**src/rtl/ps2_key_if.sv**
```systemverilog
// Bus between the PS/2 key controller and its host: raw keyboard lines,
// the event FIFO read side and status.
//
// Handshake: an event is offered while ev_valid=1, with ev_code/ev_ext/ev_break
// stable at the FIFO head. It is consumed on a rising clk edge where rd_en=1 and
// ev_valid=1. The next head appears in the following cycle. rd_en while
// ev_valid=0 is ignored.
interface ps2_key_if;
    logic       ps2_clk;
    logic       ps2_data;
    logic       rd_en;
    logic       clr_ovf;
    logic       ev_valid;
    logic [7:0] ev_code;
    logic       ev_ext;
    logic       ev_break;
    logic       overflow;
    logic       frame_err;
    logic [1:0] dbg_state;  // frame FSM state, for observation only

    modport master (
        output ps2_clk, ps2_data, rd_en, clr_ovf,
        input  ev_valid, ev_code, ev_ext, ev_break, overflow, frame_err, dbg_state
    );

    modport slave (
        input  ps2_clk, ps2_data, rd_en, clr_ovf,
        output ev_valid, ev_code, ev_ext, ev_break, overflow, frame_err, dbg_state
    );
endinterface

```
**src/rtl/ps2_key_controller.sv**
```systemverilog
// PS/2 keyboard receiver: synchronises the raw lines, decodes 11-bit frames
// with odd parity and a frame timeout, folds E0/F0 prefixes into one event and
// queues events in a first-word fall-through FIFO.
module ps2_key_controller #(
    parameter int FIFO_DEPTH     = 8,
    parameter int TIMEOUT_CYCLES = 50000
) (
    input  logic     clk,
    input  logic     rst,
    ps2_key_if.slave bus
);
    localparam int AW = $clog2(FIFO_DEPTH);
    localparam int TW = $clog2(TIMEOUT_CYCLES + 1);

    typedef enum logic [1:0] {
        ST_IDLE   = 2'd0,
        ST_DATA   = 2'd1,
        ST_PARITY = 2'd2,
        ST_STOP   = 2'd3
    } frame_state_t;

    // Synchroniser and edge detector
    logic clk_s1, clk_s2, clk_prev;
    logic data_s1, data_s2;
    logic fall;

    // Frame receiver
    frame_state_t state;
    logic [2:0]   bitcnt;
    logic [7:0]   shreg;
    logic         par_ok;
    logic         byte_rdy;
    logic         frame_err;
    logic [TW-1:0] tcnt;

    // Prefix tracking and FIFO
    logic          ext, brk;
    logic [9:0]    mem [FIFO_DEPTH];
    logic [AW-1:0] wr_ptr, rd_ptr;
    logic [AW:0]   count;
    logic          overflow;
    logic          push_req, do_push, pop, full, ev_valid;

    // Two-flop synchronisers; idle-high lines so reset to 1 avoids a false fall
    always_ff @(posedge clk or posedge rst) begin
        if (rst) begin
            clk_s1   <= 1'b1;
            clk_s2   <= 1'b1;
            clk_prev <= 1'b1;
            data_s1  <= 1'b1;
            data_s2  <= 1'b1;
        end else begin
            clk_s1   <= bus.ps2_clk;
            clk_s2   <= clk_s1;
            clk_prev <= clk_s2;
            data_s1  <= bus.ps2_data;
            data_s2  <= data_s1;
        end
    end

    assign fall = clk_prev & ~clk_s2;

    // Frame FSM: steps on each keyboard clock fall, abandons a stalled frame on timeout
    always_ff @(posedge clk or posedge rst) begin
        if (rst) begin
            state     <= ST_IDLE;
            bitcnt    <= '0;
            shreg     <= '0;
            par_ok    <= 1'b0;
            byte_rdy  <= 1'b0;
            frame_err <= 1'b0;
            tcnt      <= '0;
        end else begin
            byte_rdy  <= 1'b0;
            frame_err <= 1'b0;
            if (fall)
                tcnt <= '0;
            else if (state != ST_IDLE)
                tcnt <= tcnt + 1'b1;

            if (!fall && state != ST_IDLE && tcnt == TW'(TIMEOUT_CYCLES)) begin
                state     <= ST_IDLE;
                frame_err <= 1'b1;
                tcnt      <= '0;
            end else if (fall) begin
                case (state)
                    ST_IDLE: begin
                        // A high level at a fall is a glitch, not a start bit
                        if (!data_s2) begin
                            state  <= ST_DATA;
                            bitcnt <= '0;
                        end
                    end
                    ST_DATA: begin
                        shreg[bitcnt] <= data_s2;
                        if (bitcnt == 3'd7)
                            state <= ST_PARITY;
                        bitcnt <= bitcnt + 1'b1;
                    end
                    ST_PARITY: begin
                        par_ok <= ^{data_s2, shreg};
                        state  <= ST_STOP;
                    end
                    ST_STOP: begin
                        if (data_s2 && par_ok)
                            byte_rdy <= 1'b1;
                        else
                            frame_err <= 1'b1;
                        state <= ST_IDLE;
                    end
                    default: state <= ST_IDLE;
                endcase
            end
        end
    end

    assign push_req = byte_rdy && (shreg != 8'hE0) && (shreg != 8'hF0);
    assign ev_valid = (count != '0);
    assign full     = (count == (AW+1)'(FIFO_DEPTH));
    assign pop      = bus.rd_en && ev_valid;
    assign do_push  = push_req && (!full || pop);

    // Prefix flags, FIFO pointers/count and sticky overflow (set beats clear)
    always_ff @(posedge clk or posedge rst) begin
        if (rst) begin
            ext      <= 1'b0;
            brk      <= 1'b0;
            wr_ptr   <= '0;
            rd_ptr   <= '0;
            count    <= '0;
            overflow <= 1'b0;
        end else begin
            if (frame_err) begin
                ext <= 1'b0;
                brk <= 1'b0;
            end else if (byte_rdy) begin
                if (shreg == 8'hE0)
                    ext <= 1'b1;
                else if (shreg == 8'hF0)
                    brk <= 1'b1;
                else begin
                    ext <= 1'b0;
                    brk <= 1'b0;
                end
            end

            if (do_push)
                wr_ptr <= wr_ptr + 1'b1;
            if (pop)
                rd_ptr <= rd_ptr + 1'b1;
            case ({do_push, pop})
                2'b10:   count <= count + 1'b1;
                2'b01:   count <= count - 1'b1;
                default: count <= count;
            endcase

            if (push_req && full && !pop)
                overflow <= 1'b1;
            else if (bus.clr_ovf)
                overflow <= 1'b0;
        end
    end

    // Event storage; contents are don't-care until written, outputs are gated below
    always_ff @(posedge clk) begin
        if (do_push)
            mem[wr_ptr] <= {ext, brk, shreg};
    end

    assign bus.ev_valid  = ev_valid;
    assign bus.ev_code   = ev_valid ? mem[rd_ptr][7:0] : 8'h00;
    assign bus.ev_break  = ev_valid ? mem[rd_ptr][8]   : 1'b0;
    assign bus.ev_ext    = ev_valid ? mem[rd_ptr][9]   : 1'b0;
    assign bus.overflow  = overflow;
    assign bus.frame_err = frame_err;
    assign bus.dbg_state = state;
endmodule
```
**src/flat_wrapper.sv**
```systemverilog
// flat-port wrapper written by rule: the top's interface ports become plain ports
module ps2_key_controller_flat 
#(
    parameter int FIFO_DEPTH     = 8,
    parameter int TIMEOUT_CYCLES = 50000
)
  (clk, rst, bus_ps2_clk, bus_ps2_data, bus_rd_en, bus_clr_ovf, bus_ev_valid, bus_ev_code, bus_ev_ext, bus_ev_break, bus_overflow, bus_frame_err, bus_dbg_state);
  ps2_key_if bus_i ();
  input  logic clk;
  input  logic rst;
  input wire logic [$bits(bus_i.ps2_clk)-1:0] bus_ps2_clk;
  input wire logic [$bits(bus_i.ps2_data)-1:0] bus_ps2_data;
  input wire logic [$bits(bus_i.rd_en)-1:0] bus_rd_en;
  input wire logic [$bits(bus_i.clr_ovf)-1:0] bus_clr_ovf;
  output wire logic [$bits(bus_i.ev_valid)-1:0] bus_ev_valid;
  output wire logic [$bits(bus_i.ev_code)-1:0] bus_ev_code;
  output wire logic [$bits(bus_i.ev_ext)-1:0] bus_ev_ext;
  output wire logic [$bits(bus_i.ev_break)-1:0] bus_ev_break;
  output wire logic [$bits(bus_i.overflow)-1:0] bus_overflow;
  output wire logic [$bits(bus_i.frame_err)-1:0] bus_frame_err;
  output wire logic [$bits(bus_i.dbg_state)-1:0] bus_dbg_state;
  assign bus_i.ps2_clk = bus_ps2_clk;
  assign bus_i.ps2_data = bus_ps2_data;
  assign bus_i.rd_en = bus_rd_en;
  assign bus_i.clr_ovf = bus_clr_ovf;
  assign bus_ev_valid = bus_i.ev_valid;
  assign bus_ev_code = bus_i.ev_code;
  assign bus_ev_ext = bus_i.ev_ext;
  assign bus_ev_break = bus_i.ev_break;
  assign bus_overflow = bus_i.overflow;
  assign bus_frame_err = bus_i.frame_err;
  assign bus_dbg_state = bus_i.dbg_state;
  ps2_key_controller #(.FIFO_DEPTH(FIFO_DEPTH), .TIMEOUT_CYCLES(TIMEOUT_CYCLES)) u_core (.clk(clk), .rst(rst), .bus(bus_i));
endmodule
```
**config.mk**
```make
export PLATFORM = sky130hd
export DESIGN_NAME = ps2_key_controller_flat
export DESIGN_NICKNAME = d
export VERILOG_FILES = /design/src/rtl/ps2_key_if.sv /design/src/rtl/ps2_key_controller.sv /design/src/flat_wrapper.sv
export SDC_FILE = /design/constraint.sdc
export NUM_CORES = 1
export LEC_CHECK = 0
export ABC_AREA = 1
export CAP_MARGIN = 20
export CORE_MARGIN = 5
export CORE_UTILIZATION = 55
export CTS_CLUSTER_SIZE = 40
export DETAILED_ROUTE_END_ITERATION = 16
export GPL_TIMING_DRIVEN = 0
export PLACE_DENSITY = 0.72
export REMOVE_ABC_BUFFERS = 1
export SYNTH_ARGS = -nofsm -noshare
export SYNTH_HDL_FRONTEND = slang
export SYNTH_SLANG_ARGS = --single-unit
```
**constraint.sdc**
```tcl
create_clock -name clk -period 3.6 [get_ports clk]
set_input_delay 1.08 -clock clk [delete_from_list [all_inputs] [get_ports clk]]
set_output_delay 1.08 -clock clk [all_outputs]
set_load 0.02 [all_outputs]
```
==> flow_summary.toml, run 1 <==
[timing]
fin_worst_skew_ps = 8.87
tightestPinTransition_ps = 1080
period_share = 0.969
period_minus_slack_ps = 3490
setup_tns_ps = 0
slew_headroom = 0.276
slew_violations = 0
hold_slack_ps = 356
max_freq_ghz = 0.287
rsz0062_at_grt = "false"
hold_viol = 0
setup_viol = 0
layout_setup_ws_ps = 113

[clock_network]
clock-sinks = 130
cts_buffers = 17
clk_latency_ps = 510
htree_num_levels = 4
clk_pin_slew_ps = 60
clockBufferDepth = 2
cts_hold_buf = 0
cts_tree = "yes"
clock-root-buffer = "clkbuf_8"

[setup_path]
end_kind = "output pin"
required_ps = 2520
crit_type = "reg -> out"
r2r_start = "u_core.shreg[1]"
critPathMaxFanout = 41
cp.arrival_ps = 2410
start_kind = "register"
crit_path_start = "u_core.rd_ptr[0]"

[worst_hold_path]
hold_path.class = "reg -> reg"
min-delay-start = "u_core.data_s1"

[synth]
ys_types = 34
synth_edf_count = 80
ys_warn_count = 0
synthAdderAreaFrac = 0.0361
synth_compound_area_frac = 0.0926
synthCells = 570
synthFlopType = "edfxtp_1"
avgSynthCellArea_um2 = 10.3
muxShareOfSynthArea = 0
syn_area_um2 = 5890
synthArstFlopShare = 0.385
synth_seq_cells = 130
synth_top_family_by_area = "simple AND/OR/NAND/NOR gates"
synth_simple_gate_area_share = 0.178
yosysSeqAreaShare = 0.621
synth-xor-area-share = 0.0268

[pwr]
fin_total_pwr_w = 0.00540
p_int_w = 0.00356
clkPwrFrac = 0.336
peakVddDrop_mv = 0.477
p_per_area_nw_per_um2 = 777
pwr-share-seq = 0.352
p_leak_nw = 2.76
p_sw_frac = 0.341
pwr-share-comb = 0.312
netSwitchingPower_w = 0.00184

[drt]
post_drt_wl_per_cell_um = 15.8
dr_total_vias = 4102
drt-pass1-iter-count = 5
routed_wl_um = 11900
avgViaCountPerCell = 5.45
remaining_drc_errors = 0
drt_iter0_markers = 305
antenna_left = 0

[run]
cap_violations = 0

[global_route]
antenna_found_initial = 0
grt_pass1_vias = 4034
grt_max_degree = 42
grt_pass1_wl_um = 19300
grt-ovfl-total = 0
grtUsageTotal = 0.193

[finish]
fillCellCount = 779
drive_above_1_share = 0.143
n_antenna_cell = 0
syn2layout_area_growth_pct = 17.9
nets = 626
design_area_um2 = 6950

[floorplanning]
die_h_um = 114
num_rows = 37
core_um2 = 10400
die_w_um = 114
die_area_um2 = 12900
io-pin-count = 21
initial_utilization = 0.568

[placement]
gp_congestion = 0.837
io_buffers = 20
hpwlAfterDp_um = 7300
place_ws_ps = -232
place_area_um2 = 6250

[outcome]
status = "finished clean"
logic make-up after synthesis:
logic type / Yosys count
xor gates and xnor gates: 18
AOI/OAI and AO/OA: 102
and+or+nand+nor: 234
DFF: 130
buffers and inverters: 69
adders and majority gates: 17
registers in the layout, summed over array words and instances (netlist names), 2 cells and up:
register              flops
u_core.bitcnt             3
u_core.wr_ptr             3
u_core.shreg              8
u_core.mem               80
u_core.rd_ptr             3
u_core.count              4
u_core.tcnt              16
u_core.bus.dbg_state      2
placed cells by master, fill, tap and decap left out, types with 11 or more instances in the layout:
cell             count
dfrtp_1             43
o21ai_1             21
xor2_1              13
o22ai_1             12
edfxtp_1            80
nand2_1             80
nor2_1              94
a31oi_1             11
ha_1                17
inv_2               12
clkdlybuf4s50_1     11
inv_1               38
nand3_1             24
clkbuf_16           16
o21ai_0             51
worst max-delay path, stage by stage, from the launching register on:
cell and delay (ps):
dfrtp_2 440, buf_16 180, inv_8 180, nor2_1 60, o22ai_1 170, o21ai_1 80
a31oi_1 160, clkdlybuf4s50_1 620
final cells by class:
| cell class | instances | area [µm²] | area share |
|---|---|---|---|
| clock buffer | 19 | 422 | 0.0607 |
| sequential | 130 | 3660 | 0.527 |
| inverter | 53 | 210 | 0.0303 |
| tap | 136 | 170 | 0.0245 |
| clock inverter | 13 | 209 | 0.0301 |
| timing repair inverter | 1 | 7.51 | 0.00108 |
| timing repair buffer | 29 | 300 | 0.0432 |
| multi-input combinational | 371 | 1960 | 0.283 |
routing by layer:
metal  routed length [µm]  part of all wire  vias to the layer above  GRT usage
met1                 4830              0.41                     1962      0.233
li1                     -                 -                     2002          -
met2                 6140              0.52                      113      0.338
met5                    0                 0                        -          0
met4                  264             0.022                        0     0.0801
met3                  646             0.054                       25     0.0403
power by group through the flow:
stage | clock, W | combinational, W | sequential, W
floorplan | 0 | 0.00105 | 0.00193
global placement | 0 | 0.00151 | 0.00199
detailed placement | 0 | 0.00164 | 0.00196
CTS | 0.00183 | 0.00164 | 0.00192
global route | 0.00191 | 0.00188 | 0.00192
finish | 0.00181 | 0.00168 | 0.00190
repair_timing:
action | in CTS | in global routing
setup buffers | 2 | 3
gates resized for setup | 16 | 1
endpoints found under the hold margin | 0 | 0
cloned | 1 | 0
endpoints found under the setup margin | 10 | 3
synth_stat cells (11+ instances only):
cell / n / area, µm²
nor2_1: 94 / 353
o22ai_1: 12 / 75.1
xor2_1: 13 / 114
ha_1: 17 / 213
o21ai_1: 21 / 105
dfrtp_1: 45 / 1130
o21ai_0: 51 / 255
nand3_1: 24 / 120
a31oi_1: 11 / 68.8
edfxtp_1: 80 / 2400
inv_1: 40 / 150
nand2_1: 80 / 300
inv_2: 12 / 45.0
final timing paths:
path | to | slack [ps] | cells after the start
setup reg to reg | u_core.mem[5][5] | 860 | 9
min in group asynchronous | u_core.count[1] | 850 | 2
hold / removal | u_core.data_s2 | 360 | 0
hold reg to reg | u_core.data_s2 | 360 | 0
setup / recovery | bus_ev_code[0] | 110 | 7
max in group asynchronous | u_core.clk_s2 | 2180 | 3
metrics by stage:
| step | utilization | std cells |
|---|---|---|
| floorplan | - | 554 |
| global placement | 0.597 | 710 |
| detailed placement | 0.603 | 713 |
| CTS | 0.667 | 748 |
| global route | 0.670 | 752 |
| finish | 0.670 | 752 |
Power figures use the tool's default switching activity.
==> inputs of run 2 (changes only) <==
--- a/config.mk
+++ b/config.mk
@@ -6,6 +6,7 @@
 export NUM_CORES = 1
 export LEC_CHECK = 0
 export ABC_AREA = 1
+export ABC_CLOCK_PERIOD_IN_PS = 3980
 export CAP_MARGIN = 20
 export CORE_MARGIN = 5
 export CORE_UTILIZATION = 55
==> constraint.sdc (replaced) <==
create_clock -name clk -period 3.98 [get_ports clk]
set_input_delay 1.194 -clock clk [delete_from_list [all_inputs] [get_ports clk]]
set_output_delay 1.194 -clock clk [all_outputs]
set_load 0.02 [all_outputs]
==> run 2 against run 1 <==
Final area decreased by 0.31%. Critical path type unchanged. Clock power down 9%. Sequential share of layout area up 0.16 points. Critical endpoint is now bus_ev_code[4]. Largest cell class unchanged.
==> flow_summary.toml, run 2 (synthesized netlist as in run 1, its figures left out) <==
[outcome]
status = "finished clean"

[global_route]
grt_max_degree = 42
grtUsageTotal = 0.193
grt-ovfl-total = 0
grt_pass1_wl_um = 19300
grt_pass1_vias = 4050
antenna_found_initial = 0

[floorplanning]
die_w_um = 114
die_h_um = 114
die_area_um2 = 12900
io-pin-count = 21
num_rows = 37
core_um2 = 10400
initial_utilization = 0.568

[finish]
fin_cells = 748
syn2layout_area_growth_pct = 17.6
fillCellCount = 776
n_antenna_cell = 0
final_common_cell = "nor2_1"
largest-register = "u_core.mem"
reg_top3 = "u_core.mem x80, u_core.tcnt x16, u_core.shreg x8"
nets = 622
largest_register_ffs = 80
drive_above_1_share = 0.137
most-common-layout-cells = "nor2_1 (94), nand2_1 (80), edfxtp_1 (80)"

[setup_path]
worst-path-buf-inv = 3
cp.arrival_ps = 2650
crit_type = "reg -> out"
required_ps = 2790
crit_chain = "buf_16, inv_8, nor2_1, o22ai_1, o21ai_1, a31oi_1, clkdlybuf4s50_1"
slowest_delay_ps = 640
end_kind = "output pin"
critPathTopFamily = "buffers and inverters"
critPathSlowestCell = "clkdlybuf4s50_1"
critPathMaxFanout = 41
start_kind = "register"

[drt]
routed_wl_um = 11700
dr_total_vias = 4061
post_drt_wl_per_cell_um = 15.7
remaining_drc_errors = 0
drt_iter0_markers = 300
drt-pass1-iter-count = 5
antenna_left = 0
avgViaCountPerCell = 5.43

[timing]
hold_slack_ps = 356
hold_viol = 0
rsz0062_at_grt = "false"
fin_worst_skew_ps = 9.71
slew_headroom = 0.291
layout_setup_ws_ps = 135
max_freq_ghz = 0.260
slew_violations = 0
setup_viol = 0
period_minus_slack_ps = 3850
period_share = 0.966
setup_tns_ps = 0
tightestPinTransition_ps = 1060

[clock_network]
clock-sinks = 130
cts_hold_buf = 0
clockBufferDepth = 2
clk_latency_ps = 510
clk_pin_slew_ps = 60
clock-root-buffer = "clkbuf_8"
cts_tree = "yes"
cts_buffers = 17
htree_num_levels = 4

[pwr]
p_per_area_nw_per_um2 = 707
netSwitchingPower_w = 0.00165
clkPwrFrac = 0.335
p_leak_nw = 2.74
fin_total_pwr_w = 0.00490
p_sw_frac = 0.337
pwr-share-seq = 0.359
pwr-share-comb = 0.307
peakVddDrop_mv = 0.543
p_int_w = 0.00324

[placement]
gp_congestion = 0.837
io_buffers = 20
place_inst = 713
hpwlAfterDp_um = 7300
place_ws_ps = 33.6

[run]
cap_violations = 0

[worst_hold_path]
hold_path.class = "reg -> reg"
-- run 2: changes by cell type in the layout (fill, tap and decap cells not counted), sizes merged --
cell / change
buf: -4
dlymetal6s2s: +1
dlygate4sd2: -8
clkdlybuf4s50: +7
-- run 2: stage by stage --
step	utilization	instance area (µm²)
CTS	0.666	6910
floorplan	-	5820
detailed placement	0.603	6250
finish	0.668	6930
global placement	0.597	6190
global route	0.668	6930
-- run 2: final timing paths --
kind | start | end | slack, ps | cells after the start
worst min-delay path | u_core.data_s1 | u_core.data_s2 | 360 | 0
worst min register to register | u_core.data_s1 | u_core.data_s2 | 360 | 0
worst max register to register | u_core.shreg[3] | u_core.mem[5][9] | 1250 | 9
worst max-delay path | u_core.rd_ptr[0] | bus_ev_code[4] | 130 | 7
max in group asynchronous | rst | u_core.clk_prev | 2460 | 3
min in group asynchronous | rst | u_core.count[1] | 960 | 2
-- run 2: power by group through the flow --
stage / sequential (W) / combinational [W] / clock [W]
global route: 0.00178 / 0.00168 / 0.00173
CTS: 0.00175 / 0.00151 / 0.00165
global placement: 0.00180 / 0.00136 / 0
detailed placement: 0.00177 / 0.00148 / 0
finish: 0.00176 / 0.00150 / 0.00164
floorplan: 0.00174 / 0.000945 / 0
-- run 2: cell type report --
cell class                      count  area, µm²  area share
Sequential cell                   130       3660       0.529
Multi-Input combinational cell    371       1960       0.284
Clock buffer                       19        422      0.0609
Timing Repair Buffer               25        279      0.0403
Inverter                           53        210      0.0303
Clock inverter                     13        209      0.0302
Tap cell                          136        170      0.0246
Timing Repair inverter              1       7.51     0.00108
-- run 2: worst reg2reg max path, stage by stage, from the launching register on --
cell     delay [ps]
dfrtp_1         510
inv_1           120
ha_1            190
nand2_1         110
inv_2            60
nand2_2          90
nand3_4         110
nor2_4          200
nand2_1         130
nor2_1          820
-- run 2: what timing repair did --
item                                    4_1_cts  5_1_grt
gates resized for setup                       6        4
endpoints found under the setup margin       10       10
cloned                                        1        0
buffers inserted                              1        0
-- run 2: metal layers --
metal  vias up  global-route usage  wire [µm]
li1       1998                   -          -
met1      1927               0.229       4790
met2       109               0.340       5990
met3        27              0.0408        627
met4         0              0.0769        302
met5         -                   0          0
==> inputs of run 3 (changes only) <==
--- a/config.mk
+++ b/config.mk
@@ -10,8 +10,8 @@
 export CAP_MARGIN = 20
 export CORE_MARGIN = 5
 export CORE_UTILIZATION = 55
-export CTS_CLUSTER_SIZE = 40
 export DETAILED_ROUTE_END_ITERATION = 16
+export GPL_ROUTABILITY_DRIVEN = 0
 export GPL_TIMING_DRIVEN = 0
 export PLACE_DENSITY = 0.72
 export REMOVE_ABC_BUFFERS = 1
==> results of run 3 <==
Same layout as run 2: the final DEF is identical, and so are final timing and power.
